### src/rtl/univ_shift_register_if.sv
// Handshake bundle for univ_shift_register.
// The master drives the controls and data; the slave returns q, shiftout, busy and done.
interface univ_shift_register_if #(
    parameter int WIDTH = 8,
    parameter int LANE  = 1,
    parameter int CNT_W = 4
);
    logic             enable;
    logic             sclr;
    logic             sset;
    logic             load;
    logic [WIDTH-1:0] data;
    logic             shift;
    logic             start;
    logic [CNT_W-1:0] count;
    logic [2:0]       mode;
    logic [LANE-1:0]  shiftin;
    logic [LANE-1:0]  shiftout;
    logic [WIDTH-1:0] q;
    logic             busy;
    logic             done;

    modport master (
        output enable, sclr, sset, load, data,
        output shift, start, count, mode, shiftin,
        input  shiftout, q, busy, done
    );

    modport slave (
        input  enable, sclr, sset, load, data,
        input  shift, start, count, mode, shiftin,
        output shiftout, q, busy, done
    );
endinterface

### src/rtl/univ_shift_register.sv
// Universal shift register: shift, rotate and arithmetic modes in LANE-bit steps.
// It can run a single step, or a burst of count steps from one start pulse.
module univ_shift_register #(
    parameter int               WIDTH  = 8,
    parameter int               LANE   = 1,
    parameter logic [WIDTH-1:0] SVALUE = '1,
    parameter int               CNT_W  = 4
) (
    input  logic                 clk,
    input  logic                 aclr,
    univ_shift_register_if.slave bus_if
);
    localparam int W = WIDTH;
    localparam int L = LANE;

    typedef enum logic {
        IDLE,
        BURST
    } state_e;

    state_e           state_q, state_d;
    logic [W-1:0]     q_q, q_d;
    logic [L-1:0]     so_q, so_d;
    logic             done_q, done_d;
    logic [2:0]       mode_q, mode_d;
    logic [CNT_W-1:0] cnt_q, cnt_d;

    // Returns {shiftout, q} after one step; reserved modes hold both.
    function automatic logic [L+W-1:0] step_f(
        input logic [2:0]   m,
        input logic [W-1:0] v,
        input logic [L-1:0] si,
        input logic [L-1:0] so
    );
        logic [L+W-1:0] r;
        case (m)
            3'b000:  r = {v[W-1:W-L], v[W-L-1:0], si};
            3'b001:  r = {v[L-1:0], si, v[W-1:L]};
            3'b010:  r = {v[W-1:W-L], v[W-L-1:0], v[W-1:W-L]};
            3'b011:  r = {v[L-1:0], v[L-1:0], v[W-1:L]};
            3'b100:  r = {v[L-1:0], {L{v[W-1]}}, v[W-1:L]};
            default: r = {so, v};
        endcase
        return r;
    endfunction

    always_comb begin
        state_d = state_q;
        q_d     = q_q;
        so_d    = so_q;
        done_d  = 1'b0;
        mode_d  = mode_q;
        cnt_d   = cnt_q;
        if (bus_if.enable) begin
            if (bus_if.sclr) begin
                q_d     = '0;
                state_d = IDLE;
            end else if (bus_if.sset) begin
                q_d     = SVALUE;
                state_d = IDLE;
            end else if (bus_if.load) begin
                q_d     = bus_if.data;
                state_d = IDLE;
            end else if (state_q == BURST) begin
                {so_d, q_d} = step_f(mode_q, q_q, bus_if.shiftin, so_q);
                cnt_d       = cnt_q - CNT_W'(1);
                if (cnt_q == CNT_W'(1)) begin
                    state_d = IDLE;
                    done_d  = 1'b1;
                end
            end else if (bus_if.start) begin
                if (bus_if.count != '0) begin
                    mode_d  = bus_if.mode;
                    cnt_d   = bus_if.count;
                    state_d = BURST;
                end else begin
                    done_d = 1'b1;
                end
            end else if (bus_if.shift) begin
                {so_d, q_d} = step_f(bus_if.mode, q_q, bus_if.shiftin, so_q);
            end
        end
    end

    always_ff @(posedge clk or posedge aclr) begin
        if (aclr) begin
            state_q <= IDLE;
            q_q     <= '0;
            so_q    <= '0;
            done_q  <= 1'b0;
            mode_q  <= '0;
            cnt_q   <= '0;
        end else begin
            state_q <= state_d;
            q_q     <= q_d;
            so_q    <= so_d;
            done_q  <= done_d;
            mode_q  <= mode_d;
            cnt_q   <= cnt_d;
        end
    end

    assign bus_if.q        = q_q;
    assign bus_if.shiftout = so_q;
    assign bus_if.busy     = (state_q == BURST);
    assign bus_if.done     = done_q;
endmodule

### src/flat_wrapper.sv
// flat-port wrapper written by rule: the top's interface ports become plain ports
module univ_shift_register_flat 
#(
    parameter int               WIDTH  = 8,
    parameter int               LANE   = 1,
    parameter logic [WIDTH-1:0] SVALUE = '1,
    parameter int               CNT_W  = 4
)
  (clk, aclr, bus_if_enable, bus_if_sclr, bus_if_sset, bus_if_load, bus_if_data, bus_if_shift, bus_if_start, bus_if_count, bus_if_mode, bus_if_shiftin, bus_if_shiftout, bus_if_q, bus_if_busy, bus_if_done);
  univ_shift_register_if #(.WIDTH(WIDTH), .LANE(LANE), .CNT_W(CNT_W)) bus_if_i ();
  input  logic clk;
  input  logic aclr;
  input wire logic [$bits(bus_if_i.enable)-1:0] bus_if_enable;
  input wire logic [$bits(bus_if_i.sclr)-1:0] bus_if_sclr;
  input wire logic [$bits(bus_if_i.sset)-1:0] bus_if_sset;
  input wire logic [$bits(bus_if_i.load)-1:0] bus_if_load;
  input wire logic [$bits(bus_if_i.data)-1:0] bus_if_data;
  input wire logic [$bits(bus_if_i.shift)-1:0] bus_if_shift;
  input wire logic [$bits(bus_if_i.start)-1:0] bus_if_start;
  input wire logic [$bits(bus_if_i.count)-1:0] bus_if_count;
  input wire logic [$bits(bus_if_i.mode)-1:0] bus_if_mode;
  input wire logic [$bits(bus_if_i.shiftin)-1:0] bus_if_shiftin;
  output wire logic [$bits(bus_if_i.shiftout)-1:0] bus_if_shiftout;
  output wire logic [$bits(bus_if_i.q)-1:0] bus_if_q;
  output wire logic [$bits(bus_if_i.busy)-1:0] bus_if_busy;
  output wire logic [$bits(bus_if_i.done)-1:0] bus_if_done;
  assign bus_if_i.enable = bus_if_enable;
  assign bus_if_i.sclr = bus_if_sclr;
  assign bus_if_i.sset = bus_if_sset;
  assign bus_if_i.load = bus_if_load;
  assign bus_if_i.data = bus_if_data;
  assign bus_if_i.shift = bus_if_shift;
  assign bus_if_i.start = bus_if_start;
  assign bus_if_i.count = bus_if_count;
  assign bus_if_i.mode = bus_if_mode;
  assign bus_if_i.shiftin = bus_if_shiftin;
  assign bus_if_shiftout = bus_if_i.shiftout;
  assign bus_if_q = bus_if_i.q;
  assign bus_if_busy = bus_if_i.busy;
  assign bus_if_done = bus_if_i.done;
  univ_shift_register #(.WIDTH(WIDTH), .LANE(LANE), .SVALUE(SVALUE), .CNT_W(CNT_W)) u_core (.clk(clk), .aclr(aclr), .bus_if(bus_if_i));
endmodule
### config.mk
export PLATFORM = sky130hd
export DESIGN_NAME = univ_shift_register_flat
export DESIGN_NICKNAME = d
export VERILOG_FILES = /design/src/rtl/univ_shift_register_if.sv /design/src/rtl/univ_shift_register.sv /design/src/flat_wrapper.sv
export SDC_FILE = /design/constraint.sdc
export NUM_CORES = 1
export LEC_CHECK = 0
export ABC_AREA = 1
export CELL_PAD_IN_SITES_DETAIL_PLACEMENT = 2
export CELL_PAD_IN_SITES_GLOBAL_PLACEMENT = 2
export CORE_ASPECT_RATIO = 1.75
export CORE_MARGIN = 1
export CORE_UTILIZATION = 27
export CTS_BUF_LIST = sky130_fd_sc_hd__clkbuf_4 sky130_fd_sc_hd__clkbuf_8
export DETAILED_ROUTE_END_ITERATION = 7
export GPL_TIMING_DRIVEN = 0
export PLACE_DENSITY = 0.93
export SYNTH_ARGS = -nofsm -noshare
export SYNTH_HDL_FRONTEND = slang
export SYNTH_SLANG_ARGS = --single-unit
### constraint.sdc
create_clock -name clk -period 1.8 [get_ports clk]
set_input_delay 0.36 -clock clk [delete_from_list [all_inputs] [get_ports clk]]
set_output_delay 0.36 -clock clk [all_outputs]
set_load 0.1 [all_outputs]
==> run_results.csv <==
group,metric,value,unit
grt,overflow,0,
synthesis,yosys.area.top_type,"dfrtp_1",
floorplan,row_count,34,
setup_path,cp_max_fo,7,
run_status,status,"complete, but fails checks",
synthesis,synth_area,1416,µm²
sta,timing.hold.ws,0.4513,ns
grt,grt_max_degree,19,
grt,gr-max-usage-layer,"met2",
setup_path,crit_path_top_delay_cell,"clkdlybuf4s50_1",
synthesis,synth_area_leaders,"dfrtp_1 (32%), nand2_1 (23%), nand3_1 (10%), a21oi_1 (3.9%), o21ai_1 (3.9%)",
sta,relSlewSlack,0.3730,
setup_path,cp_num_buf_inv,1,
sta,finalHoldViolCount,0,
power_and_ir_drop,vdd_drop_max,0.0002500,V
clock_tree,clk_latency,0.26,ns
clock_tree,cts_inserted_buffers,3,
placed_design,gp_congestion,0.8155,
power_and_ir_drop,p_int,0.8822,mW
grt,globalRouteMet1Util,0.2002,
sta,setup_violations,0,
setup_path,path_cells,"clkdlybuf4s50_1 -> nor3_4 -> nand2_2 -> nor2_1 -> nand2_1 -> nand2_1 -> o21ai_1",
floorplan,die_area,5551,µm²
layout,n_antenna_cell,0,
routing,wl_per_cell,18.43,µm
routing,drtAntennaViolNets,0,
routing,drc_errors,5,
power_and_ir_drop,switching_share,0.4720,
synthesis,async_flop_share,1.000,
sta,report.final.slew_viol_count,0,
floorplan,core-area,5020,µm²
synthesis,synth_nets,246,
synthesis,yosysWarningCount,0,
synthesis,synth_cell_type_count,26,
placed_design,io_buffers,32,
synthesis,syn_avg_cell_area,6.438,µm²
synthesis,ys_ff_latch,18,
grt,grtUsageMet3,0.01060,
floorplan,die_w,56.75,µm
layout,drive_above_1_share,0.1667,
placed_design,hpwl,4.219,mm
layout,utilization,0.3848,
sta,fin_skew,0.006632,ns
synthesis,synth_edf_count,0,
setup_path,arrival,1.91,ns
setup_path,critPathMaxStageDelay,0.54,ns
grt,antenna_found_initial,0,
setup_path,cp.required,1.94,ns
grt,gr-usage-met2,0.4267,
clock_tree,cts.sinks,18,
clock_tree,cts-hold-fix-buffers,0,
sta,min_period,1.771,ns
routing,first_pass_iters,6,
synthesis,yosysSeqAreaShare,0.3180,
layout,area_growth,36.40,%
synthesis,yosysMostFrequentCell,"nand2_1",
routing,drt_wl_total,5.862,mm
routing,dr_total_vias,1727,
sta,fmax,0.5646,GHz
power_and_ir_drop,pwr-share-clk,0.198,
floorplan,start_util,0.2822,
routing,first_iter_violations,39,
clock_tree,cts_tree,"yes",
clock_tree,clk_pin_slew,0.07,ns
power_and_ir_drop,powerDensity,865.0,nW/µm²
grt,grt_pass1_vias,1827,
grt,grt_usage,0.2019,
sta,worstMarginPinSlew,0.9442,ns
layout,nets,291,
setup_path,path_class,"in -> reg",
worst_hold_path,holdCritPathClass,"in -> reg",
floorplan,ioPinCount,35,
routing,via_per_inst,5.431,
setup_path,cp_top_family,"simple AND/OR/NAND/NOR gates",
clock_tree,max-clock-path-buffers,2,
power_and_ir_drop,p_leak,0.9014,nW
synthesis,synth_top_area_frac,0.3180,
synthesis,synth_ff_type,"dfrtp_1",
grt,grt_pass1_wl,8.666,mm
floorplan,dieHeight,97.82,µm
synthesis,synthCells,220,
power_and_ir_drop,p_total,1.671,mW
clock_tree,h-tree-depth,1,
job,max_cap_violations,0,
setup_path,cp-start-kind,"input port",
power_and_ir_drop,combPwrFrac,0.465,
clock_tree,root_buffer,"clkbuf_8",
run_status,violations,"design-rule violations",
power_and_ir_drop,p_sw,0.7888,mW
power_and_ir_drop,power_frac_seq,0.336,
sta,period_share,0.9839,
setup_path,endpoint_kind,"register",
synthesis,ys_top_cells_by_count,"nand2_1 (86), nand3_1 (29), dfrtp_1 (18)",
setup_path,path_common_cell,"nand2_1",
[cell usage in the layout (no fill, tap or decap), types with 7 or more instances in the layout]
master	netlist	final
o21ai_0	7	7
nor2_1	10	10
dfrtp_1	18	17
nand3_1	29	29
clkdlybuf4s15_2	0	10
a21oi_1	11	11
clkdlybuf4s50_1	0	20
inv_1	13	13
o21ai_1	11	11
buf_4	2	10
nand2_1	86	85
[final cells by class]
type / instances / area (µm²)
plain buffers: 7 / 51.30
inverters: 19 / 71.32
clock buffers: 4 / 48.80
well taps: 54 / 67.56
repair buffers: 40 / 395.4
flip-flops and latches: 18 / 451.7
fillers: 629 / 3088
multi-input cells: 176 / 845.8
[registers in the layout, indices dropped and copies added, names as in the netlist]
name and count:
u_core.cnt_q 4, u_core.bus_if.q 8, u_core.bus_if.done 1, u_core.bus_if.busy 1
u_core.mode_q 3, u_core.bus_if.shiftout 1
[path summary, 6_finish.rpt]
kind / slack [ns] / endpoint / startpoint / cells past startpoint
setup / recovery: 0.03 / u_core.mode_q[0] / bus_if_sclr / 7
hold / removal: 0.45 / u_core.bus_if.q[3] / bus_if_sset / 5
setup reg to reg: 0.09 / u_core.bus_if.q[0] / u_core.mode_q[0] / 11
hold reg to reg: 0.56 / u_core.bus_if.shiftout / u_core.bus_if.shiftout / 2
max in group asynchronous: 0.73 / u_core.bus_if.busy / aclr / 2
min in group asynchronous: 0.54 / u_core.bus_if.done / aclr / 2
[tightest hold or removal path, stage by stage]
cell and delay [ns]:
buf_6 0.12, a21oi_1 0.05, nand2_1 0.06, nand2_1 0.05, nand2_1 0.04
[power groups by stage]
stage / combinational [mW] / sequential [mW] / clock, mW
3_3_place_gp: 0.724 / 0.566 / 0
6_report: 0.778 / 0.562 / 0.331
5_1_grt: 0.845 / 0.576 / 0.347
3_5_place_dp: 0.754 / 0.569 / 0
2_1_floorplan: 0.332 / 0.737 / 0
4_1_cts: 0.751 / 0.561 / 0.336
[layer usage]
layer  part of all wire  wire length [µm]
met1               0.35              2064
met2               0.59              3485
met3              0.020               117
met4              0.033               194
met5                  0                 0
[per-stage QoR]
stage	instance area, µm²	cells	setup slack (ns)	setup TNS (ns)
after global placement	1805	306	-0.2220	-3.651
after floorplan	1418	220	0.09350	0
after detailed placement	1805	306	-0.2450	-4.532
final	1932	318	0.02894	0
after global routing	1932	318	-0.06143	-0.2747
after CTS	1866	310	0.003567	0
[what timing repair did]
item                       4_1_cts  5_1_grt
gates resized for setup         31        3
pin swaps                        0        2
buffers inserted                 0        8
gates cloned                     0        0
setup endpoints to repair       11       12
[logic make-up after synthesis]
family | synth area share
compound gates | 0.1405
xor+xnor | 0.006185
fa+ha+maj | 0.01767
buf+inv | 0.08657
flops | 0.3180
simple gates | 0.4311
Power figures use the tool's default switching activity.
